--- src/rtl/fft_pkg.sv ---
// Shared helpers for the FFT chain: index math, bit reversal and the flat
// frame layout (imaginary words low, real words high).
package fft_pkg;

    typedef enum logic {
        FILL = 1'b0,
        FULL = 1'b1
    } buf_state_e;

    // Ceiling log2 for n >= 2; used for index widths.
    function automatic int fft_log2(input int n);
        int r;
        r = 0;
        for (int v = n - 1; v > 0; v = v >> 1) begin
            r++;
        end
        return r;
    endfunction

    function automatic int fft_bitrev(input int idx, input int nbits);
        int r;
        r = 0;
        for (int b = 0; b < nbits; b++) begin
            r = (r << 1) | ((idx >> b) & 1);
        end
        return r;
    endfunction

    function automatic int fft_real_word(input int n, input int i);
        return n + i;
    endfunction

    function automatic int fft_imag_word(input int i);
        return i;
    endfunction

endpackage

--- src/rtl/fft_frame_buffer.sv ---
// One N-word real sample buffer with a FILL/FULL flag; the flag goes FULL on
// the completing write and back to FILL when the frame is acknowledged.
module fft_frame_buffer
    import fft_pkg::*;
#(
    parameter int BIT_WIDTH = 32,
    parameter int N_SAMPLES = 8,
    localparam int IDX_W    = fft_log2(N_SAMPLES)
) (
    input  logic                           clk_i,
    input  logic                           reset_i,
    input  logic                           wr_en_i,
    input  logic [IDX_W-1:0]               wr_idx_i,
    input  logic [BIT_WIDTH-1:0]           wr_data_i,
    input  logic                           last_i,
    input  logic                           send_ack_i,
    output logic                           full_o,
    output logic [BIT_WIDTH*N_SAMPLES-1:0] words_o
);

    buf_state_e           state_q, state_d;
    logic [BIT_WIDTH-1:0] mem_q [N_SAMPLES];

    always_ff @(posedge clk_i) begin
        if (reset_i) begin
            state_q <= FILL;
            for (int i = 0; i < N_SAMPLES; i++) begin
                mem_q[i] <= '0;
            end
        end else begin
            state_q <= state_d;
            if (wr_en_i) begin
                mem_q[wr_idx_i] <= wr_data_i;
            end
        end
    end

    always_comb begin
        state_d = state_q;
        case (state_q)
            FILL:    if (wr_en_i && last_i) state_d = FULL;
            FULL:    if (send_ack_i)        state_d = FILL;
            default: state_d = FILL;
        endcase
    end

    assign full_o = (state_q == FULL);

    always_comb begin
        words_o = '0;
        for (int i = 0; i < N_SAMPLES; i++) begin
            words_o[BIT_WIDTH*i +: BIT_WIDTH] = mem_q[i];
        end
    end

endmodule

--- src/rtl/fft_input_deserializer.sv ---
// Serial-to-parallel front end of the FFT chain: gathers N real samples into a
// bit-reversed complex frame. Define FFT_DESER_DBUF_EN for ping-pong buffering.
module fft_input_deserializer
    import fft_pkg::*;
#(
    parameter int BIT_WIDTH  = 32,
    parameter int DECIMAL_PT = 16,
    parameter int N_SAMPLES  = 8
) (
    input  logic                               clk,
    input  logic                               reset,
    input  logic [BIT_WIDTH-1:0]               recv_msg,
    input  logic                               recv_val,
    output logic                               recv_rdy,
    output logic [2*BIT_WIDTH*N_SAMPLES-1:0]   send_msg,
    output logic                               send_val,
    input  logic                               send_rdy
);

    localparam int IDX_W   = fft_log2(N_SAMPLES);
    localparam int FRAME_W = BIT_WIDTH * N_SAMPLES;
`ifdef FFT_DESER_DBUF_EN
    localparam int NBUF = 2;
`else
    localparam int NBUF = 1;
`endif

    if (N_SAMPLES < 2 || (N_SAMPLES & (N_SAMPLES - 1)) != 0) begin : g_bad_n
        $error("N_SAMPLES must be a power of two >= 2");
    end
    if (DECIMAL_PT >= BIT_WIDTH) begin : g_bad_pt
        $error("DECIMAL_PT must be smaller than BIT_WIDTH");
    end

    logic [IDX_W-1:0]   cnt_q, cnt_d;
    logic [IDX_W-1:0]   wr_idx;
    logic               recv_fire, send_fire, last;
    logic [NBUF-1:0]    wr_en, ack, full;
    logic [FRAME_W-1:0] buf_words [NBUF];
    logic [FRAME_W-1:0] rd_words;

    assign recv_fire = recv_val && recv_rdy;
    assign send_fire = send_val && send_rdy;
    assign last      = (cnt_q == {IDX_W{1'b1}});
    assign wr_idx    = IDX_W'(fft_bitrev(int'(cnt_q), IDX_W));
    // Power-of-two frame size lets the counter wrap to 0 on its own.
    assign cnt_d     = recv_fire ? cnt_q + 1'b1 : cnt_q;

`ifdef FFT_DESER_DBUF_EN
    logic wr_sel_q, wr_sel_d, rd_sel_q, rd_sel_d;

    assign wr_sel_d = (recv_fire && last) ? ~wr_sel_q : wr_sel_q;
    assign rd_sel_d = send_fire ? ~rd_sel_q : rd_sel_q;

    always_ff @(posedge clk) begin
        if (reset) begin
            wr_sel_q <= 1'b0;
            rd_sel_q <= 1'b0;
        end else begin
            wr_sel_q <= wr_sel_d;
            rd_sel_q <= rd_sel_d;
        end
    end

    // Filling and draining buffers always differ when both strobes fire.
    always_comb begin
        for (int g = 0; g < NBUF; g++) begin
            wr_en[g] = recv_fire && (wr_sel_q == 1'(g));
            ack[g]   = send_fire && (rd_sel_q == 1'(g));
        end
    end

    assign recv_rdy = !full[wr_sel_q];
    assign send_val = full[rd_sel_q];
    assign rd_words = buf_words[rd_sel_q];
`else
    assign wr_en[0] = recv_fire;
    assign ack[0]   = send_fire;
    assign recv_rdy = !full[0];
    assign send_val = full[0];
    assign rd_words = buf_words[0];
`endif

    always_ff @(posedge clk) begin
        if (reset) begin
            cnt_q <= '0;
        end else begin
            cnt_q <= cnt_d;
        end
    end

    for (genvar g = 0; g < NBUF; g++) begin : g_buf
        fft_frame_buffer #(
            .BIT_WIDTH (BIT_WIDTH),
            .N_SAMPLES (N_SAMPLES)
        ) u_buf (
            .clk_i      (clk),
            .reset_i    (reset),
            .wr_en_i    (wr_en[g]),
            .wr_idx_i   (wr_idx),
            .wr_data_i  (recv_msg),
            .last_i     (last),
            .send_ack_i (ack[g]),
            .full_o     (full[g]),
            .words_o    (buf_words[g])
        );
    end

    always_comb begin
        send_msg = '0;
        for (int i = 0; i < N_SAMPLES; i++) begin
            send_msg[BIT_WIDTH*fft_real_word(N_SAMPLES, i) +: BIT_WIDTH] =
                rd_words[BIT_WIDTH*i +: BIT_WIDTH];
        end
    end

endmodule

--- config.mk ---
export PLATFORM = sky130hd
export DESIGN_NAME = fft_input_deserializer
export DESIGN_NICKNAME = d
export VERILOG_FILES = /design/src/rtl/fft_pkg.sv /design/src/rtl/fft_frame_buffer.sv /design/src/rtl/fft_input_deserializer.sv
export SDC_FILE = /design/constraint.sdc
export NUM_CORES = 1
export LEC_CHECK = 0
export BUFFER_PORTS_ARGS = -buffer_cell sky130_fd_sc_hd__buf_2
export CAP_MARGIN = 10
export CORE_AREA = 10 10 207 209
export DETAILED_ROUTE_END_ITERATION = 6
export DIE_AREA = 0 0 217 219
export PLACE_DENSITY = 0.68
export SYNTH_ARGS = -nofsm -noshare
export SYNTH_HDL_FRONTEND = slang
export SYNTH_SLANG_ARGS = --single-unit
export TNS_END_PERCENT = 20
--- constraint.sdc ---
create_clock -name clk -period 2.9 [get_ports clk]
set_input_delay 0.435 -clock clk [delete_from_list [all_inputs] [get_ports clk]]
set_output_delay 0.435 -clock clk [all_outputs]
set_load 0.05 [all_outputs]
== Yosys cells after proc, flatten, opt, wreduce, memory -nomap -nowiden ==
Memories as Yosys holds them, arrays and structs flattened.
Cells that the tools add are included.
W data, S select, Z words.
Cells by class
  add/subtract/negate cells: 1
  $mul: 0
  div/mod/pow operators: 0
  order comparisons: 0
  equality and inequality tests: 1
  shift-type cells: 0
  multiplexer cells: 11
  bitwise operators: 3
  reductions and logical operators: 5
Operators by type and width (count)
  $mux W32: 1
  $reduce_or A32 Y1: 1
  $mux W1: 8
  $add A3 B1 Y3 const B: 1
  $eq A3 B3 Y1 const B: 1
  $logic_and A1 B1 Y1: 3
  $mux W3: 1
  $or A3 B1 Y3: 1
  $or A2 B1 Y2: 1
  $pmux W1 S2: 1
  $logic_not A1 Y1: 1
  $not A1 Y1: 1
Word-level totals
  bits in registers: 4
  bits in latches: 0
  memory bits (writable): 256
  ROM bits: 0
  bits of input ports: 36
  logic and storage cells: 24
  memories kept: 1
Memory list
  g_buf[0].u_buf.mem_q: words 8, bits a word 32, read ports 8, clocked after Yosys merged registers in 0, wr ports 8, RTL line fft_frame_buffer.sv:22  | logic [BIT_WIDTH-1:0] mem_q [N_SAMPLES];

== Depth between registers and ports, before layout ==
  depth after elaboration: 7
  depth in mapped cells: 6
  gate-level depth less buffers: 4

== Modules after synthesis ==
A second synthesis with hierarchy kept.
Unflattened totals
  cells, all modules: 894
  area, all modules: 11766.3 um^2
By module, submodules not included
  fft_frame_buffer: times used 1, cells an instance 620, area an instance 9660.5 um^2
  fft_input_deserializer: times used 1, cells an instance 274, area an instance 2105.8 um^2

== Worst setup path before layout ==
Ideal clock, no wire load.
  kind: register -> register
  start: register g_buf[0].u_buf.state_q
  end: memory g_buf[0].u_buf.mem_q[1][0], enable pin
  library setup time: 0.388 ns
  data arrival time: 1.796 ns
  data required time: 2.512 ns
  path slack: 0.716 ns
  cell stages (with the launch flop): 4
  buffers on the path: 1
  clock period less this slack: 2.184 ns
  cell sequence: dfxtp_1 clkbuf_8 nor2b_1 a21o_1
RTL lines
  start, declared: RTL line fft_frame_buffer.sv:21  | buf_state_e state_q, state_d;
  start signal, assigned: RTL line fft_frame_buffer.sv:31  | state_q <= state_d;
  end, declared: RTL line fft_frame_buffer.sv:22

== Final worst setup path ==
  start: register g_buf[0].u_buf.state_q
  end: output port recv_rdy
Between the ends
  cells in the longest elaborated chain, start to end: 1
Ends and longest elaborated chain
  $logic_not A1 Y1: RTL line fft_input_deserializer.sv:79  | assign recv_rdy = !full[0];
  end, declared: RTL line fft_input_deserializer.sv:14  | output logic recv_rdy,
Every way passes these cells.

==> run summary <==
The run finished with clean final reports. The final worst-path cycle share is 0.780. The highest net fanout along the worst path came out at 13. The depth of the worst hold-timing path is 2. The first global-routing pass estimated a little over 50000 um of wire. In this run the power density over the cells is between 600 and 700 nW/um^2. The delay of the slowest critical-path stage is about 0.74 ns. TritonCTS built the clock tree. The number of global-route vias before repair came out at 7813.

The number of clock sinks came out at between 200 and 300. For this design, the slowest cell found on the critical path is sky130_fd_sc_hd__dfxtp_1. The number of top-level pins came out at 550. In this run the critical register-to-register path is captured at g_buf[0].u_buf.mem_q[5][29]. The number of buffers inserted for hold repair after clock tree synthesis is 0. After legalization and detailed placement, the total HPWL measured 26800 um.

The library cell used most frequently in the layout, excluding fill and tap cells, is sky130_fd_sc_hd__buf_2. The fraction of power spent switching nets is 0.341. The flip-flop and latch area came out at around 7800 um^2. The critical path arrival is about 1.8 ns.

The data required time of the worst path is 2.47 ns. The insertion delay to the later sink of the worst-skew pair came out at approximately 0.55 ns. The final routed wirelength across all metal layers is between 30000 and 40000 um.

For this run, design rule violations remaining after detail routing come to 0. Entering global routing, the biggest net connects between 60 and 70 pins. The number of buffers added for setup after CTS is 0. The number of enable flip-flop cells after synthesis came out at between 200 and 300. The final period demand of the worst path came out at 2.26 ns. The placed instances occupy a cell area of ~13000 um^2. The number of inserted diodes came out at 0. The number of buffers created by CTS is 27.

The last weighted congestion value of the routability-driven placer is about 0.81. After detailed routing, the number of vias per cell comes to ~4.2. The sequential element share of the synthesized area is 0.651. The total number of vias came out at around 7.3k. The share of total power dissipated in combinational logic is 0.207. Across the VDD grid, the largest voltage drop is ~0.34 mV. Static timing analysis puts the maximum clock frequency at roughly 440 MHz. The number of fillers in the final layout is 3757. The sum of negative setup slack is 0 ns. In the final layout, the share of cells above drive strength 1 is 0.332.

Yosys mapped the design onto 30 distinct sky130hd cell types. The cell area after synthesis is between 10000 and 15000 um^2. Across all register-to-register paths, the minimum setup slack is slightly above 0.7 ns. The synthesized netlist cell count is 893. The clock slew at the register clock pins of the worst setup and hold paths came out at about 0.060 ns. The number of instances resized during post-cts repair came out at 0. The wire length per cell came out at approximately 21 um. Setup violations remaining at the end of the flow were counted as 0. The worst register-to-register path begins at cnt_q[2]. The clock network fraction of total power came out at 0.336. The path type of the worst min-delay path is in -> reg. The final-report max-slew violation count came to 0.

The share of total power dissipated in sequential elements is 0.457. The initial antenna violation count came out at 0. The maximum clock path buffer count came out at 3. The quantity of I/O buffers inserted on ports is ~290. The critical path in this run is classified as reg -> out. In the layout the commonest cells are sky130_fd_sc_hd__buf_2 (293), sky130_fd_sc_hd__conb_1 (256), sky130_fd_sc_hd__edfxtp_1 (256). The critical path goes through inv_1 -> buf_2. The multi-input combinational cells in the finished layout cover a total of approximately 3000 um^2.

Headroom to the max-slew limit came out at 0.299. The core outline area came out at slightly below 40000 um^2. Of all flip-flops after synthesis, the portion carrying an async set or reset was 0. The number of core rows came out at just over 70.

The starting density of the core is 0.309. The share of the core filled with cells is 0.360. The kind of end point of the critical path is a primary output. The switching power of the nets is between 3 and 4 mW. The total internal power came out at 6.33 mW.

The die area is roughly 48000 um^2. The average instance area after synthesis is about 13 um^2. Setup repair after global routing left no endpoint under its margin.

In the synthesized netlist the dominant register cell turns out to be sky130_fd_sc_hd__edfxtp_1. The max-cap violation count is 0. The area growth from synthesis to layout came out at 16.3%.

The total global routing overflow is 0. The worst setup path is launched from a register. The startpoint of the tightest hold check path is recv_msg[11].

The root buffer cell chosen for the clock tree is sky130_fd_sc_hd__clkbuf_16. The number of H-tree branching levels is 1. For this run, the total global-route usage over all layers was measured as 0.140. The worst hold path terminates at g_buf[0].u_buf.mem_q[7][11]. The number of hold-slack violations in the final timing report was 0. The Yosys step of the flow raised 0 warnings.

The remaining antenna violation count after routing is 0. The number of flip-flops and latches in the synthesized netlist came out at between 200 and 300. The y dimension of the die is around 220 um. The first routing iteration left about 580 violations.

The number of nets in the finished design came out at approximately 1.2k. The leakage power came out at approximately 6.5 nW. The post-route cell area came out at 13900 um^2. The number of detailed-route iterations in the first pass came out at 5. The worst-margin pin slew is approximately 1.1 ns. Between clock sinks in the finished design, the worst skew comes to about 0.029 ns.

Measured along the x axis, the die boundary spans approximately 220 um. The worst reg2reg path depth came out at 4.
sequential cells by signal, indices dropped and copies added, names as in the netlist:
signal              count
cnt_q                   3
g_buf.u_buf.full_o      1
g_buf.u_buf.mem_q     256
cell usage after synthesis, types with 2 or more instances:
cell type | instances | area [um^2]
sky130_fd_sc_hd__a31o_2 | 5 | 43.8
sky130_fd_sc_hd__o31ai_1 | 2 | 15.0
sky130_fd_sc_hd__or3b_1 | 2 | 17.5
sky130_fd_sc_hd__nor3b_4 | 3 | 56.3
sky130_fd_sc_hd__buf_4 | 257 | 1930
sky130_fd_sc_hd__and2_2 | 32 | 240
sky130_fd_sc_hd__clkbuf_2 | 9 | 45.0
sky130_fd_sc_hd__a21o_1 | 3 | 22.5
sky130_fd_sc_hd__buf_1 | 3 | 11.3
sky130_fd_sc_hd__and3_1 | 130 | 813
sky130_fd_sc_hd__nor2_1 | 63 | 236
sky130_fd_sc_hd__ha_1 | 6 | 75.1
sky130_fd_sc_hd__edfxtp_1 | 256 | 7690
sky130_fd_sc_hd__nor2b_1 | 3 | 18.8
sky130_fd_sc_hd__buf_2 | 6 | 30.0
sky130_fd_sc_hd__nand3_1 | 31 | 155
sky130_fd_sc_hd__and2_1 | 34 | 213
sky130_fd_sc_hd__clkbuf_1 | 30 | 113
sky130_fd_sc_hd__dfxtp_1 | 4 | 80.1
sky130_fd_sc_hd__inv_1 | 4 | 15.0
area by class of cell:
type	count	share of cell area
clock buffers	30	0.0495
clock inverters	18	0.00920
inverters	4	0.00108
multi-input cells	578	0.214
flip-flops and latches	260	0.560
well taps	518	0.0467
repair buffers	313	0.119
worst max-delay path by stage:
stage                                        endpoint  slack (ns)                   from  cells past startpoint
after floorplan            g_buf[0].u_buf.mem_q[1][0]        0.72  g_buf[0].u_buf.full_o                      3
after global placement    g_buf[0].u_buf.mem_q[0][24]        0.73               recv_val                      5
after detailed placement  g_buf[0].u_buf.mem_q[1][18]        0.67               recv_val                      5
after CTS                                    recv_rdy        0.64  g_buf[0].u_buf.full_o                      2
after global routing                         recv_rdy        0.53  g_buf[0].u_buf.full_o                      2
final                                        recv_rdy        0.64  g_buf[0].u_buf.full_o                      2
power by group through the flow:
stage	registers [mW]	logic, mW	clock network [mW]
CTS	4.39	1.97	3.28
detailed placement	4.47	1.97	0
finish	4.39	1.99	3.22
global placement	4.47	1.96	0
floorplan	5.12	1.17	0
global route	4.41	2.05	3.41
cell families after synthesis:
kind of cell | after synthesis | share of synthesized area
buffers and inverters | 310 | 0.181
AND/OR/NAND/NOR | 305 | 0.154
flip-flops | 260 | 0.651
AO/OA/AOI/OAI | 10 | 0.00682
adder cells (fa/ha/maj) | 6 | 0.00629
multiplexers | 1 | 0.000944
other | 1 | 0.000314
worst max-delay path, delay by kind of cell (launching register included):
family,cells,cell delay [ns]
flip-flops,1,0.74
buffers and inverters,2,0.54
routing by layer:
metal | track usage | up-vias | part of all wire
li1 | - | 3191 | -
met1 | 0.161 | 3521 | 0.38
met2 | 0.247 | 504 | 0.50
met3 | 0.0391 | 63 | 0.095
met4 | 0.0478 | 0 | 0.026
met5 | 0 | - | 0
through the flow:
step	hold slack [ns]	instances	setup slack, ns	total power [mW]
after floorplan	0.508	1148	0.716	6.29
after global placement	0.533	1673	0.734	6.43
after detailed placement	0.556	1673	0.674	6.44
after CTS	0.259	1721	0.640	9.65
after global routing	0.288	1721	0.535	9.87
final	0.294	1721	0.639	9.61
Note: power is estimated with default switching activity, not from simulation.
